## src/rtl/mem_bank_1rw_arb.sv

```systemverilog
// Arbiter/sequencer sharing one 1RW register-file bank between two requesters.
// Define MEM_BANK_ARB_RR_EN for round-robin; default build is fixed priority (port 0 wins).
module mem_bank_1rw_arb #(
    parameter int unsigned DEPTH = 4,
    parameter int unsigned WIDTH = 64,
    localparam int unsigned AW = $clog2(DEPTH)
) (
    input  logic             clk,
    input  logic             reset,

    input  logic             p0_req_valid,
    output logic             p0_req_ready,
    input  logic             p0_req_wen,
    input  logic [AW-1:0]    p0_req_addr,
    input  logic [WIDTH-1:0] p0_req_wmask,
    input  logic [WIDTH-1:0] p0_req_wdata,
    output logic             p0_resp_valid,
    input  logic             p0_resp_ready,
    output logic [WIDTH-1:0] p0_resp_rdata,

    input  logic             p1_req_valid,
    output logic             p1_req_ready,
    input  logic             p1_req_wen,
    input  logic [AW-1:0]    p1_req_addr,
    input  logic [WIDTH-1:0] p1_req_wmask,
    input  logic [WIDTH-1:0] p1_req_wdata,
    output logic             p1_resp_valid,
    input  logic             p1_resp_ready,
    output logic [WIDTH-1:0] p1_resp_rdata,

    output logic             mem_wen,
    output logic [AW-1:0]    mem_addr,
    output logic [WIDTH-1:0] mem_wmask,
    output logic [WIDTH-1:0] mem_wdata,
    input  logic [WIDTH-1:0] mem_rdata
);

    typedef enum logic {
        SLOT_EMPTY = 1'b0,
        SLOT_FULL  = 1'b1
    } slot_e;

    logic [1:0]       req_valid;
    logic [1:0]       req_wen;
    logic [1:0]       resp_ready;
    logic [1:0]       resp_valid;
    logic [1:0]       elig;
    logic [1:0]       gnt;
    logic [1:0]       rd_gnt;
    logic [WIDTH-1:0] resp_rdata [2];

    logic             last_grant_q;
    logic             last_grant_d;

    assign req_valid  = {p1_req_valid, p0_req_valid};
    assign req_wen    = {p1_req_wen, p0_req_wen};
    assign resp_ready = {p1_resp_ready, p0_resp_ready};

    for (genvar p = 0; p < 2; p++) begin : g_port
        slot_e            slot_q;
        slot_e            slot_d;
        logic [WIDTH-1:0] rdata_q;
        logic [WIDTH-1:0] rdata_d;

        assign resp_valid[p] = (slot_q == SLOT_FULL);
        assign resp_rdata[p] = rdata_q;
        // Writes never occupy the slot, so only reads wait for it to drain.
        assign elig[p]   = !reset && req_valid[p] &&
                           (req_wen[p] || !resp_valid[p] || resp_ready[p]);
        assign rd_gnt[p] = gnt[p] && !req_wen[p];

        always_comb begin
            slot_d  = slot_q;
            rdata_d = rdata_q;
            if (rd_gnt[p]) begin
                slot_d  = SLOT_FULL;
                rdata_d = mem_rdata;
            end else if (resp_valid[p] && resp_ready[p]) begin
                slot_d = SLOT_EMPTY;
            end
        end

        always_ff @(posedge clk) begin
            if (reset) begin
                slot_q  <= SLOT_EMPTY;
                rdata_q <= '0;
            end else begin
                slot_q  <= slot_d;
                rdata_q <= rdata_d;
            end
        end
    end

    always_comb begin
        gnt = '0;
`ifdef MEM_BANK_ARB_RR_EN
        if (elig == 2'b11) begin
            gnt = last_grant_q ? 2'b01 : 2'b10;
        end else begin
            gnt = elig;
        end
`else
        if (elig[0]) begin
            gnt = 2'b01;
        end else begin
            gnt = elig;
        end
`endif
    end

    always_comb begin
        last_grant_d = last_grant_q;
        if (gnt[1]) begin
            last_grant_d = 1'b1;
        end else if (gnt[0]) begin
            last_grant_d = 1'b0;
        end
    end

    always_ff @(posedge clk) begin
        if (reset) begin
            last_grant_q <= 1'b1;
        end else begin
            last_grant_q <= last_grant_d;
        end
    end

    always_comb begin
        mem_wen   = 1'b0;
        mem_addr  = '0;
        mem_wmask = '0;
        mem_wdata = '0;
        if (gnt[0]) begin
            mem_wen   = p0_req_wen;
            mem_addr  = p0_req_addr;
            mem_wmask = p0_req_wmask;
            mem_wdata = p0_req_wdata;
        end else if (gnt[1]) begin
            mem_wen   = p1_req_wen;
            mem_addr  = p1_req_addr;
            mem_wmask = p1_req_wmask;
            mem_wdata = p1_req_wdata;
        end
    end

    assign p0_req_ready  = gnt[0];
    assign p1_req_ready  = gnt[1];
    assign p0_resp_valid = resp_valid[0];
    assign p1_resp_valid = resp_valid[1];
    assign p0_resp_rdata = resp_rdata[0];
    assign p1_resp_rdata = resp_rdata[1];

endmodule

```

## config.mk

```make
export PLATFORM = sky130hd
export DESIGN_NAME = mem_bank_1rw_arb
export DESIGN_NICKNAME = d
export VERILOG_FILES = /design/src/rtl/mem_bank_1rw_arb.sv
export SDC_FILE = /design/constraint.sdc
export NUM_CORES = 1
export LEC_CHECK = 0
export CAP_MARGIN = 40
export CORE_AREA = 2 2 233 235
export DETAILED_ROUTE_END_ITERATION = 6
export DIE_AREA = 0 0 235 237
export MAX_ROUTING_LAYER = met4
export SYNTH_ARGS = -nofsm -noshare
export SYNTH_HDL_FRONTEND = slang
export SYNTH_SLANG_ARGS = --single-unit
```

## constraint.sdc

```tcl
create_clock -name clk -period 5.9 [get_ports clk]
set_clock_uncertainty 0.1 [all_clocks]
set_input_delay 1.18 -clock clk [delete_from_list [all_inputs] [get_ports clk]]
set_output_delay 1.18 -clock clk [all_outputs]
set_load 0.02 [all_outputs]
```

# Word-level counts from Yosys, hierarchy flattened
# Cells that the tools add are included.
# W data, S select, Z words.
dict set report op_classes {
  addsub 0
  n_mul 0
  n_div 0
  magnitude_cmp 0
  eq_ne 0
  shifts 0
  muxes 13
  n_bitwise 0
  n_reduce_logical 19
}
# operator count
set op_table {}
lappend op_table {{$mux W64} 4}
lappend op_table {{$logic_and A1 B1 Y1} 8}
lappend op_table {{$mux W1} 6}
lappend op_table {{$mux W2} 3}
lappend op_table {{$logic_not A1 Y1} 5}
lappend op_table {{$logic_or A1 B1 Y1} 4}
lappend op_table {{$reduce_bool A2 Y1} 2}
dict set report totals {
  register_bits 130
  latchBits 0
  ram_bits 0
  rom_bits 0
  input_bits 332
  output_inout_bits 263
  wordCells 36
  mem_count 0
}

# Depth between registers and ports, before layout
dict set report logic_depth {
  word_depth 7
  mapped_depth 6
  depth_no_buf 3
}

# Worst setup path before layout
# OpenSTA, ideal clock, no wires.
dict set report synth_timing {
  kind {input port to output port}
  start {input port p0_resp_ready}
  end {output port mem_addr[0]}
  t_arrival_ps 2684
  required_ps 4620
  slack_ps 1936
  path_stages 4
  path_buffers 1
  cell_sequence {or3b_4 > a221oi_2 > clkbuf_1 > a22o_1}
}
dict set report synth_between {
  elab_chain_cells 5
}
# item line
set synth_lines {}
lappend synth_lines {{start: declaration} 18} ;# input logic p0_resp_ready,
lappend synth_lines {{$logic_or A1 B1 Y1} 69} ;# (req_wen[p] || !resp_valid[p] || resp_ready[p]);
lappend synth_lines {{$logic_and A1 B1 Y1} 68} ;# assign elig[p] = !reset && req_valid[p] &&
lappend synth_lines {{$mux W2} 103} ;# if (elig[0]) begin
lappend synth_lines {{net p1_req_ready} 22} ;# output logic p1_req_ready,
lappend synth_lines {{$mux W2} 138} ;# end else if (gnt[1]) begin
lappend synth_lines {{$mux W2} 133} ;# if (gnt[0]) begin
lappend synth_lines {{end: declaration} 32} ;# output logic [AW-1:0] mem_addr,
# The timed path passes the listed nets, and every way through them passes these cells.

# Worst setup path after layout
dict set report layout_timing {
  start {input port p0_req_wen}
  end {output port mem_wdata[57]}
}
dict set report layout_between {
  elab_chain_cells 6
}
# item line
set layout_lines {}
lappend layout_lines {{start: declaration} 13} ;# input logic p0_req_wen,
lappend layout_lines {{$logic_or A1 B1 Y1 * (2 in a row)} 69}
lappend layout_lines {{$logic_and A1 B1 Y1 *} 68}
lappend layout_lines {{$mux W2 *} 103}
lappend layout_lines {{$mux W64} 138}
lappend layout_lines {{$mux W64 *} 133}
lappend layout_lines {{end: declaration} 34} ;# output logic [WIDTH-1:0] mem_wdata,
# Mark *: on every way between the ends. The rest lies on a longest branch, timed or not.

==> metrics list <==
- Result of the run: finished clean
- Clock latency on the worst-skew pair, taken at its later pin, is 0.43 ns.
- Core region area: 53300 µm²
* Multiplexer share of the synthesized area: 0.140
- The worst setup path is of the input port to output port kind.
* Number of synthesized register bits: 130
- R2r worst-path depth: 4
- Wires add up to 48700 µm.
- Wire length of the first global-routing pass: 64000 µm
* Post-CTS setup buffers: 0
- For the worst setup path, the data required time is 4.62 ns.
* I/O Pins: 595
- Biggest fanout along the worst timing path: 85
- Worst path buffer plus inverter count: 4
* Most numerous cell types in the synthesized netlist: sky130_fd_sc_hd__a22o_1 (130), sky130_fd_sc_hd__dfxtp_1 (130), sky130_fd_sc_hd__a21oi_1 (67)
- Dividing the detail-routed wire length by the instance count gives 24.8 µm.
- The worst setup path is launched from an input port.
- Sum of internal, switching and leakage power: 2790 µW
* Time the worst path needs with I/O delays and setup: 5.34 ns
- Initial standard-cell utilization of the core: 0.122
- Setup repair after global routing missed its margin: no
* Post-synthesis share of cell area spent on and, or, nand and nor gates: 0.121
* Dominant combinational cell family by area after synthesis: compound AO/OA/AOI/OAI gates
- Post-cts resize count: 0
* Post-synth top area cell: sky130_fd_sc_hd__dfxtp_1
- DRC violation total after the first TritonRoute iteration: 354
- Port-buffer cells: 594
- Setup violations remaining at the end of the flow were counted as 0.
- The floorplan step defined a die boundary enclosing 55700 µm².
- Storage cell area: 2600 µm²
* Post-Place Cell Area: 13100 µm²
- The die is 237 µm tall.
- After routing the design area is 13800 µm².
- Synth Flop Type: sky130_fd_sc_hd__dfxtp_1
* Element type at the critical path end: output port
- In the routed design, unresolved DRC markers number 0.
- In this run, synthesis inferred 0 flip-flops with an integrated enable.
* Std cell rows: 85
- The detailed router placed 7867 vias in this run.
- Pin count of the biggest net entering global routing: 86
* Area share of fa/ha/maj cells after synthesis: 0
- The mapped netlist covers 6480 µm².
* HPWL Detailed: 40300 µm
* Ys async rst share: 0
* Cell count after synthesis: 675
- In this run the number of H-tree levels came out at 4.
* Layout cell share with drive strength beyond 1: 0.0988
- Share of synthesized area occupied by flip-flops and latches: 0.401
- The synthesized netlist contains 21 unique library cells.
* Global-route usage over all layers: 0.172
- Slowest stage delay, CP: 0.62 ns
- Final Hold Viols: 0
- Placer congestion estimate: 0.925
- Dividing the final minimum period by the clock period gives 0.905.
- Measured against its own limit, the worst slew margin works out to 0.455.
* Setup TNS after final layout: 0 ns
- Number of buffers inserted during clock tree synthesis: 17
* GRT Residual Overflow: 0
- Slowest cell on crit path: sky130_fd_sc_hd__clkdlybuf4s50_1
- The count of nets left with antenna violations once routing finished came out at 0.
- Via-to-Cell Ratio: 4.01
- Initial antenna violation count: 51
* CTS tree: built
* Worst min path class: register to register
* Post-Synthesis Net Count: 1007
* Least-Margin Pin Slew: 0.817 ns
- Worst vdd rail ir drop: 0.171 mV
* Overall die width: 235 µm
- Compared with the post-synthesis result, the final layout area differs by 112%.
* Max Cap Viol: 0
* Clock-pin slew of the registers on the worst-case setup and hold paths: 0.06 ns
- Area share of xor/xnor cells in the synthesized design: 0
- Summed over all cells, the static leakage comes to 0.00501 µW.
- Worst hold path stage count: 2
* Sequence of cells on the critical path: clkdlybuf4s50_1 -> or3b_4 -> a221oi_4 -> buf_12 -> buf_12 -> a22o_1 -> clkdlybuf4s50_1
- Cells taking the most area after synthesis: sky130_fd_sc_hd__dfxtp_1 (40%), sky130_fd_sc_hd__a22o_1 (18%), sky130_fd_sc_hd__mux2_4 (11%), sky130_fd_sc_hd__nor2b_1 (6.4%), sky130_fd_sc_hd__a21oi_1 (5.2%)
- Fin nets: 1554
- Area fraction of the dominant cell type after synthesis: 0.401
- Compound-Gate Fraction of Synth Area: 0.282
- Data arrives at the worst endpoint at 4.06 ns.
- CTS saw 130 sinks.
- The layout has 5641 filler cells.
- Area of the multi-input gates: 3550 µm²
- Highest attainable clock frequency: 187 MHz
- Clock tree root driver cell: sky130_fd_sc_hd__clkbuf_16
- Top cell family by delay on the critical path: buffers and inverters
- In this run the number of cells on the critical path is 7.
- Pins Over Slew Limit: 0
- After clock tree synthesis, the flow added hold-fix buffers numbering 0.
- Synthesis Warnings: 0
* Pre-antenna DRT Iters: 4
- Buffer depth of the longest clock path: 2
- In this run the power density over the cells is 202 nW/µm².
- A synthesized cell averages 9.61 µm².
- Via count of the first global-routing pass: 7811
## cells in the final DEF, fill, tap and decap left out, drive strengths merged, types with 9 or more instances in the layout
master,netlist,final
clkdlybuf4s50,0,588
a22o,130,130
dfxtp,130,130
a21oi,67,67
nor2b,66,66
nand3,64,64
o21ai,64,64
mux2,64,64
diode,0,30
clkbuf,51,18
buf,27,18
inv,2,9
## worst reg2reg max path, cell delays in order, from the launching register on
cell                       delay [ns]
sky130_fd_sc_hd__dfxtp_1         0.34
sky130_fd_sc_hd__nor2b_1         0.45
sky130_fd_sc_hd__a2111o_2        0.69
sky130_fd_sc_hd__buf_4           0.60
sky130_fd_sc_hd__mux2_2          0.41
## power breakdown
group          leakage (µW)  switching, µW  internal (µW)  total (µW)
clock network      0.000294            462            649        1110
logic               0.00366            330            420         750
registers           0.00106           15.0            909         924
total               0.00501            807           1980        2790
## flip-flops by register name (all words and copies together) (netlist names)
name / count
p0_resp_valid: 1
p1_resp_rdata: 64
p1_resp_valid: 1
p0_resp_rdata: 64
## metrics by stage
| step | setup WS [ns] | cells | utilization | hold WS (ns) |
|---|---|---|---|---|
| 2_1_floorplan | 1.94 | 675 | - | 0.450 |
| 3_3_place_gp | 0.646 | 1899 | 0.246 | 0.360 |
| 3_5_place_dp | 0.606 | 1899 | 0.246 | 0.368 |
| 4_1_cts | 0.606 | 1931 | 0.257 | 0.376 |
| 5_1_grt | 0.500 | 1961 | 0.259 | 0.391 |
| 6_report | 0.558 | 1961 | 0.259 | 0.375 |
## layer usage
| layer | GRT usage | vias to the layer above | share of wire | routed length, µm |
|---|---|---|---|---|
| met3 | 0.0908 | 80 | 0.11 | 5550 |
| met2 | 0.291 | 435 | 0.51 | 24800 |
| li1 | - | 3641 | - | - |
| met1 | 0.160 | 3711 | 0.34 | 16500 |
| met4 | 0.0784 | 0 | 0.037 | 1820 |
| met5 | - | - | 0 | 0 |
## logic make-up (layout without fill, tap and decap cells)
logic type | after synthesis | in the layout
compound gates | 264 | 264
buf+inv | 80 | 640
flops | 130 | 130
mux | 64 | 64
other cells | 0 | 30
simple gates | 137 | 137
## cell type report
class,instances,area share
clock buffer,18,0.0319
clock inverter,14,0.0124
tap,696,0.0632
multi-input combinational,465,0.258
sequential,130,0.189
antenna,30,0.00545
timing repair buffer,606,0.440
inverter,2,0.000545
## worst paths after layout
check | slack (ns) | start | to
worst min register to register | 0.37 | p0_resp_rdata[59]$_SDFFE_PP0P_ | p0_resp_rdata[59]$_SDFFE_PP0P_
worst max register to register | 3.20 | p1_resp_valid$_SDFFE_PP0P_ | p1_resp_rdata[0]$_SDFFE_PP0P_
worst min-delay path | 0.37 | p0_resp_rdata[59]$_SDFFE_PP0P_ | p0_resp_rdata[59]$_SDFFE_PP0P_
worst max-delay path | 0.56 | p0_req_wen | mem_wdata[57]
Note: power is estimated with default switching activity, not from simulation.
